==> src/rtl/mult_div_unit.sv <==
// Iterative signed multiply/divide unit: radix-2 Booth multiply and restoring
// divide on magnitudes, one step per cycle, results in HI/LO.
module mult_div_unit #(
  parameter int WIDTH = 32
) (
  input  logic             clock,
  input  logic             reset,
  input  logic             start_mult,
  input  logic             start_div,
  input  logic [WIDTH-1:0] a_in,
  input  logic [WIDTH-1:0] b_in,
  output logic [WIDTH-1:0] hi_out,
  output logic [WIDTH-1:0] lo_out,
  output logic             busy,
  output logic             done,
  output logic             div_zero
);

  localparam int CW = $clog2(WIDTH + 1);

  typedef enum logic [1:0] {IDLE, MULT, DIV, DONE} state_e;

  state_e            state_q, state_d;
  logic [CW-1:0]     cnt_q, cnt_d;
  logic [WIDTH-1:0]  hi_q, hi_d, lo_q, lo_d;
  logic              dz_q, dz_d;
  logic [2*WIDTH:0]  acc_q, acc_d;
  logic [WIDTH-1:0]  m_q, m_d;
  logic              qneg_q, qneg_d, rneg_q, rneg_d;

  function automatic logic [WIDTH-1:0] mag(input logic signed [WIDTH-1:0] v);
    return v[WIDTH-1] ? (~v + WIDTH'(1)) : v;
  endfunction

  function automatic logic [WIDTH-1:0] apply_sign(input logic [WIDTH-1:0] v, input logic neg);
    return neg ? (~v + WIDTH'(1)) : v;
  endfunction

  // Accumulator is {A, Q, q-1}. The add is done one bit wider so that
  // subtracting the most negative multiplicand cannot overflow before the shift.
  function automatic logic [2*WIDTH:0] booth_step(input logic [2*WIDTH:0] acc,
                                                  input logic signed [WIDTH-1:0] m);
    logic signed [WIDTH:0] upper;
    logic signed [WIDTH:0] sum;
    upper = {acc[2*WIDTH], acc[2*WIDTH:WIDTH+1]};
    case (acc[1:0])
      2'b01:   sum = upper + {m[WIDTH-1], m};
      2'b10:   sum = upper - {m[WIDTH-1], m};
      default: sum = upper;
    endcase
    return {sum, acc[WIDTH:1]};
  endfunction

  // Accumulator is {remainder (WIDTH+1), quotient (WIDTH)}.
  function automatic logic [2*WIDTH:0] div_step(input logic [2*WIDTH:0] acc,
                                                input logic [WIDTH-1:0] d);
    logic [WIDTH:0] rs;
    logic [WIDTH:0] trial;
    logic [2*WIDTH:0] res;
    rs    = acc[2*WIDTH-1:WIDTH-1];
    trial = rs - {1'b0, d};
    if (!trial[WIDTH]) res = {trial, acc[WIDTH-2:0], 1'b1};
    else               res = {rs, acc[WIDTH-2:0], 1'b0};
    return res;
  endfunction

  always_comb begin
    state_d = state_q;
    cnt_d   = cnt_q;
    hi_d    = hi_q;
    lo_d    = lo_q;
    dz_d    = 1'b0;
    acc_d   = acc_q;
    m_d     = m_q;
    qneg_d  = qneg_q;
    rneg_d  = rneg_q;
    case (state_q)
      IDLE: begin
        if (start_mult) begin
          state_d = MULT;
          cnt_d   = CW'(WIDTH);
          m_d     = a_in;
          acc_d   = {{WIDTH{1'b0}}, b_in, 1'b0};
        end else if (start_div) begin
          if (b_in == '0) begin
            state_d = DONE;
            dz_d    = 1'b1;
          end else begin
            state_d = DIV;
            cnt_d   = CW'(WIDTH);
            m_d     = mag(b_in);
            acc_d   = {{(WIDTH+1){1'b0}}, mag(a_in)};
            qneg_d  = a_in[WIDTH-1] ^ b_in[WIDTH-1];
            rneg_d  = a_in[WIDTH-1];
          end
        end
      end
      MULT: begin
        if (cnt_q != '0) begin
          acc_d = booth_step(acc_q, m_q);
          cnt_d = cnt_q - CW'(1);
        end else begin
          state_d = DONE;
          hi_d    = acc_q[2*WIDTH:WIDTH+1];
          lo_d    = acc_q[WIDTH:1];
        end
      end
      DIV: begin
        if (cnt_q != '0) begin
          acc_d = div_step(acc_q, m_q);
          cnt_d = cnt_q - CW'(1);
        end else begin
          // Remainder follows the dividend's sign; quotient truncates toward zero.
          state_d = DONE;
          lo_d    = apply_sign(acc_q[WIDTH-1:0], qneg_q);
          hi_d    = apply_sign(acc_q[2*WIDTH-1:WIDTH], rneg_q);
        end
      end
      DONE:    state_d = IDLE;
      default: state_d = IDLE;
    endcase
  end

  always_ff @(posedge clock or negedge reset) begin
    if (!reset) begin
      state_q <= IDLE;
      cnt_q   <= '0;
      hi_q    <= '0;
      lo_q    <= '0;
      dz_q    <= 1'b0;
    end else begin
      state_q <= state_d;
      cnt_q   <= cnt_d;
      hi_q    <= hi_d;
      lo_q    <= lo_d;
      dz_q    <= dz_d;
    end
  end

  // Datapath registers are always reloaded by a start, so they carry no reset.
  always_ff @(posedge clock) begin
    acc_q  <= acc_d;
    m_q    <= m_d;
    qneg_q <= qneg_d;
    rneg_q <= rneg_d;
  end

  assign hi_out   = hi_q;
  assign lo_out   = lo_q;
  assign busy     = (state_q != IDLE);
  assign done     = (state_q == DONE);
  assign div_zero = dz_q;

endmodule
==> config.mk <==
export PLATFORM = sky130hd
export DESIGN_NAME = mult_div_unit
export DESIGN_NICKNAME = d
export VERILOG_FILES = /design/src/rtl/mult_div_unit.sv
export SDC_FILE = /design/constraint.sdc
export NUM_CORES = 1
export LEC_CHECK = 0
export ABC_AREA = 1
export BUFFER_PORTS_ARGS = -buffer_cell sky130_fd_sc_hd__buf_2
export CAP_MARGIN = 5
export CORE_MARGIN = 2
export CORE_UTILIZATION = 60
export CTS_CLUSTER_SIZE = 10
export DETAILED_ROUTE_END_ITERATION = 8
export PLACE_DENSITY = 0.83
export RECOVER_POWER = 25
export SYNTH_ARGS = -nofsm -noshare
export SYNTH_HDL_FRONTEND = slang
export SYNTH_SLANG_ARGS = --single-unit
==> constraint.sdc <==
create_clock -name clock -period 4.4 [get_ports clock]
set_input_delay 0.22 -clock clock [delete_from_list [all_inputs] [get_ports clock]]
set_output_delay 0.22 -clock clock [all_outputs]
set_load 0.01 [all_outputs]
==> results.md <==
- The synthesis-to-layout area growth is 8.67%.
- Setup repair after global routing left no endpoint under its margin.
- Tracing the worst setup path back leads to its startpoint at acc_q[0].
- The die covers 31200 µm².
- The total wire length after detailed routing is 66700 µm.
- Measured on the finished design, the core utilization comes to 65.9%.
- The worst pin sits at a relative slew slack of -51.4%.
- Global routing used 42.6% of the available tracks.
- The critical-path maximum fanout is 11.
- Setup violations remaining at the end of the flow were counted as 0.
- The number of max-cap violations is 4.
- The setup check on the worst reg-to-reg path leaves a slack of approximately 0.52 ns.
- Dividing the detail-routed via count by the number of cells gives 6.03.
- For the pin with the worst max-slew slack, the measured transition is 2.27 ns.
- The synthesized instance count is 2910.
- The largest net degree at the start of global routing is 89.
- The worst reg-to-reg path cell count is 21.
- The capturing element of the worst setup path is acc_q[58].
- After synthesis the cells add up to 17900 µm².
- The net count of the mapped netlist is 3057.
- The routed layout has 20489 vias.
- The flow ran to the end, but the final reports show violations.
- In the routed design, unresolved DRC markers number 0.
- In this run, CTS created clock tree buffers numbering 17.
- The biggest area consumer among synthesized cells is sky130_fd_sc_hd__nand2_1.
- After routing, the total negative slack on setup checks comes to 0 ns.
- The worst setup path is launched from a register.
- After legalization and detailed placement, the total HPWL measured 51500 µm.
- The number of antenna violations at the first check in global routing is 0.
- The dominant register cell in the synthesized netlist is sky130_fd_sc_hd__edfxtp_1.
- The tree is rooted in a sky130_fd_sc_hd__clkbuf_16.
- The checks that failed: max-capacitance violations, max-slew violations.
- The number of hold violations in the final report is 0.
- After synthesis, the share of flip-flops with an asynchronous set or reset is 42.4%.
- The met2 wirelength from detailed routing is between 30000 and 40000 µm.
- Buffers added to address setup during post-CTS repair amount to 0.
- The post-synthesis sequential area ratio is between 20% and 30%.
- The number of pins exceeding their max-slew limit in the final report was slightly below 200.
- The number of ports placed on the die boundary is 135.
- Before antenna repair, the detailed router went through 7 iterations.
- The maximum clock frequency is 0.257 GHz.
- Dividing total power by cell area gives a power density of 881 nW/µm².
- The final period utilization is 88.3%.
- The count of flip-flops with a built-in enable after synthesis is 99.
- The H-tree level count is 4.
- For the worst-skew pair, the clock arrives at the later sink with an insertion delay of 0.47 ns.
- The routed design could run at a clock period as short as 3.88 ns.
- The floorplan core area is around 29000 µm².
- The clock slew seen by the registers of the worst setup and hold paths is approximately 0.09 ns.
- The routed length per instance is 19.6 µm.
- The longest clock path from root to sink contains 2 buffers.
- After floorplanning, the core was divided into 63 placement rows.
- The horizontal die dimension is about 180 µm.
- The met3 routed wirelength is 5760 µm.
- Buffers placed on the I/O ports in this run total 134.
- The DRC violation total after the first TritonRoute iteration is approximately 2700.
- The number of global-route vias before repair is a little under 20000.
- At the end of routability-driven placement, the weighted congestion stood at 1.08.
- The count of clock tree sinks is 172.
- The worst hold path belongs to the class input pin to register.
- The category of the critical setup timing path is register to register.
- For this run, the number of Yosys warnings is 0.
- The destination of the worst register-to-register timing path is acc_q[58].
- The effective utilization at floorplan is between 60% and 70%.
- The most repeated cell in the gate-level netlist after synthesis is sky130_fd_sc_hd__nand2_1.
- Each instance of the synthesized netlist takes up on average a little over 6 µm².
- After synthesis, the largest area contributor takes up 19.6% of total cell area.
- TritonCTS built the clock tree.
- In this run the critical register-to-register path is launched from acc_q[0].
- The total overflow reported by the global router is 0.
- The detail route stage leaves a number of antenna-violating nets equal to 0.
- Measured along the y axis, the die boundary spans 177 µm.
- The detailed-routing wirelength on met1 is about 24000 µm.
- The endpoint type of the worst setup path is a register.
- Counting distinct cell types in the post-synthesis netlist gives 57.
- The analysis attributes to cell leakage a power of 9.89 nW.
- Sorting the synthesized cells by area gives the leading types as sky130_fd_sc_hd__nand2_1 20%, sky130_fd_sc_hd__edfxtp_1 17%, sky130_fd_sc_hd__dfrtp_1 10%.
- The first-pass GRT wire length is 102000 µm.
- The number of nets in the finished design is around 3100.
- The register bit total from synthesis is 172.
- Across the VDD grid, the largest voltage drop is 1.18 mV.
- By count the netlist is led by 932 x sky130_fd_sc_hd__nand2_1, 435 x sky130_fd_sc_hd__inv_1, 272 x sky130_fd_sc_hd__nor2_1.
- The worst endpoint data arrival time is 4.09 ns.
- The number of antenna diodes in the final layout is 0.
- Routed signal wires occupy layers up through met4.
- STA puts the critical path data required time at 4.60 ns.
- The share of post-route cells with drive strength above 1 is 6.25%.
- On the final layout, the worst clock skew is between 0.015 and 0.02 ns.
logic make-up after synthesis:
| group | count (synthesis) | share of synthesized area, % |
|---|---|---|
| AND/OR/NAND/NOR | 1524 | 35.7 |
| buffers and inverters | 538 | 11.4 |
| AO/OA/AOI/OAI | 521 | 16.6 |
| flip-flops | 172 | 26.9 |
| adder cells (fa/ha/maj) | 79 | 5.61 |
| XOR/XNOR | 76 | 3.72 |
layout by cell type (no fill, tap or decap), types with 9 or more instances in the layout:
cell type	n
sky130_fd_sc_hd__inv_1	433
sky130_fd_sc_hd__xor2_1	66
sky130_fd_sc_hd__edfxtp_1	99
sky130_fd_sc_hd__o21ai_0	137
sky130_fd_sc_hd__clkbuf_16	17
sky130_fd_sc_hd__nand4_1	29
sky130_fd_sc_hd__nand2_1	932
sky130_fd_sc_hd__o22ai_1	18
sky130_fd_sc_hd__inv_2	10
sky130_fd_sc_hd__nand3b_1	9
sky130_fd_sc_hd__or2_2	10
sky130_fd_sc_hd__clkbuf_1	69
sky130_fd_sc_hd__o221ai_1	23
sky130_fd_sc_hd__a31oi_1	10
sky130_fd_sc_hd__nor2_1	272
sky130_fd_sc_hd__o21ai_1	23
sky130_fd_sc_hd__nand3_1	183
sky130_fd_sc_hd__o21bai_1	9
sky130_fd_sc_hd__o211ai_1	40
sky130_fd_sc_hd__a21oi_1	233
sky130_fd_sc_hd__nor3_1	34
sky130_fd_sc_hd__ha_1	76
sky130_fd_sc_hd__dfrtp_1	73
sky130_fd_sc_hd__buf_2	66
sky130_fd_sc_hd__buf_4	19
sky130_fd_sc_hd__xnor2_1	10
final cells by class:
class | instances | area [µm²]
multi-input combinational | 2200 | 11000
fill | 2805 | 10100
sequential | 172 | 4800
inverter | 446 | 1670
timing repair buffer | 158 | 787
tap | 390 | 488
clock buffer | 17 | 425
clock inverter | 15 | 209
registers in the layout, indices dropped and copies added, names as in the netlist:
| name | cells |
|---|---|
| hi_out | 32 |
| lo_out | 32 |
| qneg_q | 1 |
| state_q | 2 |
| rneg_q | 1 |
| m_q | 32 |
| cnt_q | 6 |
| acc_q | 65 |
| div_zero | 1 |
per-stage QoR:
| step | total power [mW] | std cells | hold slack, ns | instance area (µm²) | setup slack, ns |
|---|---|---|---|---|---|
| after floorplan | 11.2 | 2910 | -0.0756 | 17900 | 1.29 |
| after global placement | 14.8 | 3365 | 0.384 | 18900 | 0.735 |
| after detailed placement | 15.1 | 3365 | 0.404 | 18900 | 0.682 |
| after CTS | 16.8 | 3398 | 0.0559 | 19500 | 0.657 |
| after global routing | 18.3 | 3398 | 0.0612 | 19400 | 0.256 |
| final | 17.1 | 3398 | 0.0528 | 19400 | 0.515 |
power breakdown:
group	leakage, nW	internal, mW	switching, mW
logic	7.68	3.48	8.48
registers	1.91	2.71	0.791
clock network	0.304	0.797	0.863
total	9.89	6.98	10.1
how the worst min path moves through the flow:
| stage | slack [ns] | cells past startpoint | to | start |
|---|---|---|---|---|
| after detailed placement | 0.40 | 1 | hi_out[23] | reset |
| after CTS | 0.06 | 2 | div_zero | start_div |
| final | 0.05 | 2 | div_zero | start_div |
| after floorplan | -0.08 | 0 | cnt_q[0] | reset |
| after global routing | 0.06 | 2 | div_zero | start_div |
| after global placement | 0.38 | 1 | hi_out[23] | reset |
critical path: stages (launching register included):
cell                       delay (ns)
sky130_fd_sc_hd__edfxtp_1        0.40
sky130_fd_sc_hd__inv_1           0.15
sky130_fd_sc_hd__ha_1            0.26
sky130_fd_sc_hd__inv_1           0.23
sky130_fd_sc_hd__nand2_1         0.17
sky130_fd_sc_hd__o21ai_0         0.16
sky130_fd_sc_hd__nor2_1          0.29
sky130_fd_sc_hd__o21ai_0         0.19
sky130_fd_sc_hd__xor2_1          0.18
sky130_fd_sc_hd__ha_1            0.36
sky130_fd_sc_hd__nand2_1         0.14
sky130_fd_sc_hd__inv_1           0.05
sky130_fd_sc_hd__nand2_1         0.06
sky130_fd_sc_hd__nand3_1         0.09
sky130_fd_sc_hd__inv_1           0.07
sky130_fd_sc_hd__o21ai_0         0.07
sky130_fd_sc_hd__a21oi_1         0.18
sky130_fd_sc_hd__nand2_1         0.07
sky130_fd_sc_hd__nand2_1         0.06
sky130_fd_sc_hd__nand3_1         0.20
sky130_fd_sc_hd__nand2_1         0.16
sky130_fd_sc_hd__a21oi_1         0.07
what timing repair did:
item                      CTS  global route
hold buffers                1             0
resized for setup           0             0
hold endpoints to repair   73             0
per-layer routing:
metal | GRT usage [%] | vias up
met5 | 0 | -
met4 | 37.6 | 0
met3 | 5.38 | 314
met2 | 69.9 | 1296
met1 | 48.8 | 9263
li1 | - | 9616
No activity file was read; power rests on OpenSTA's default activity.
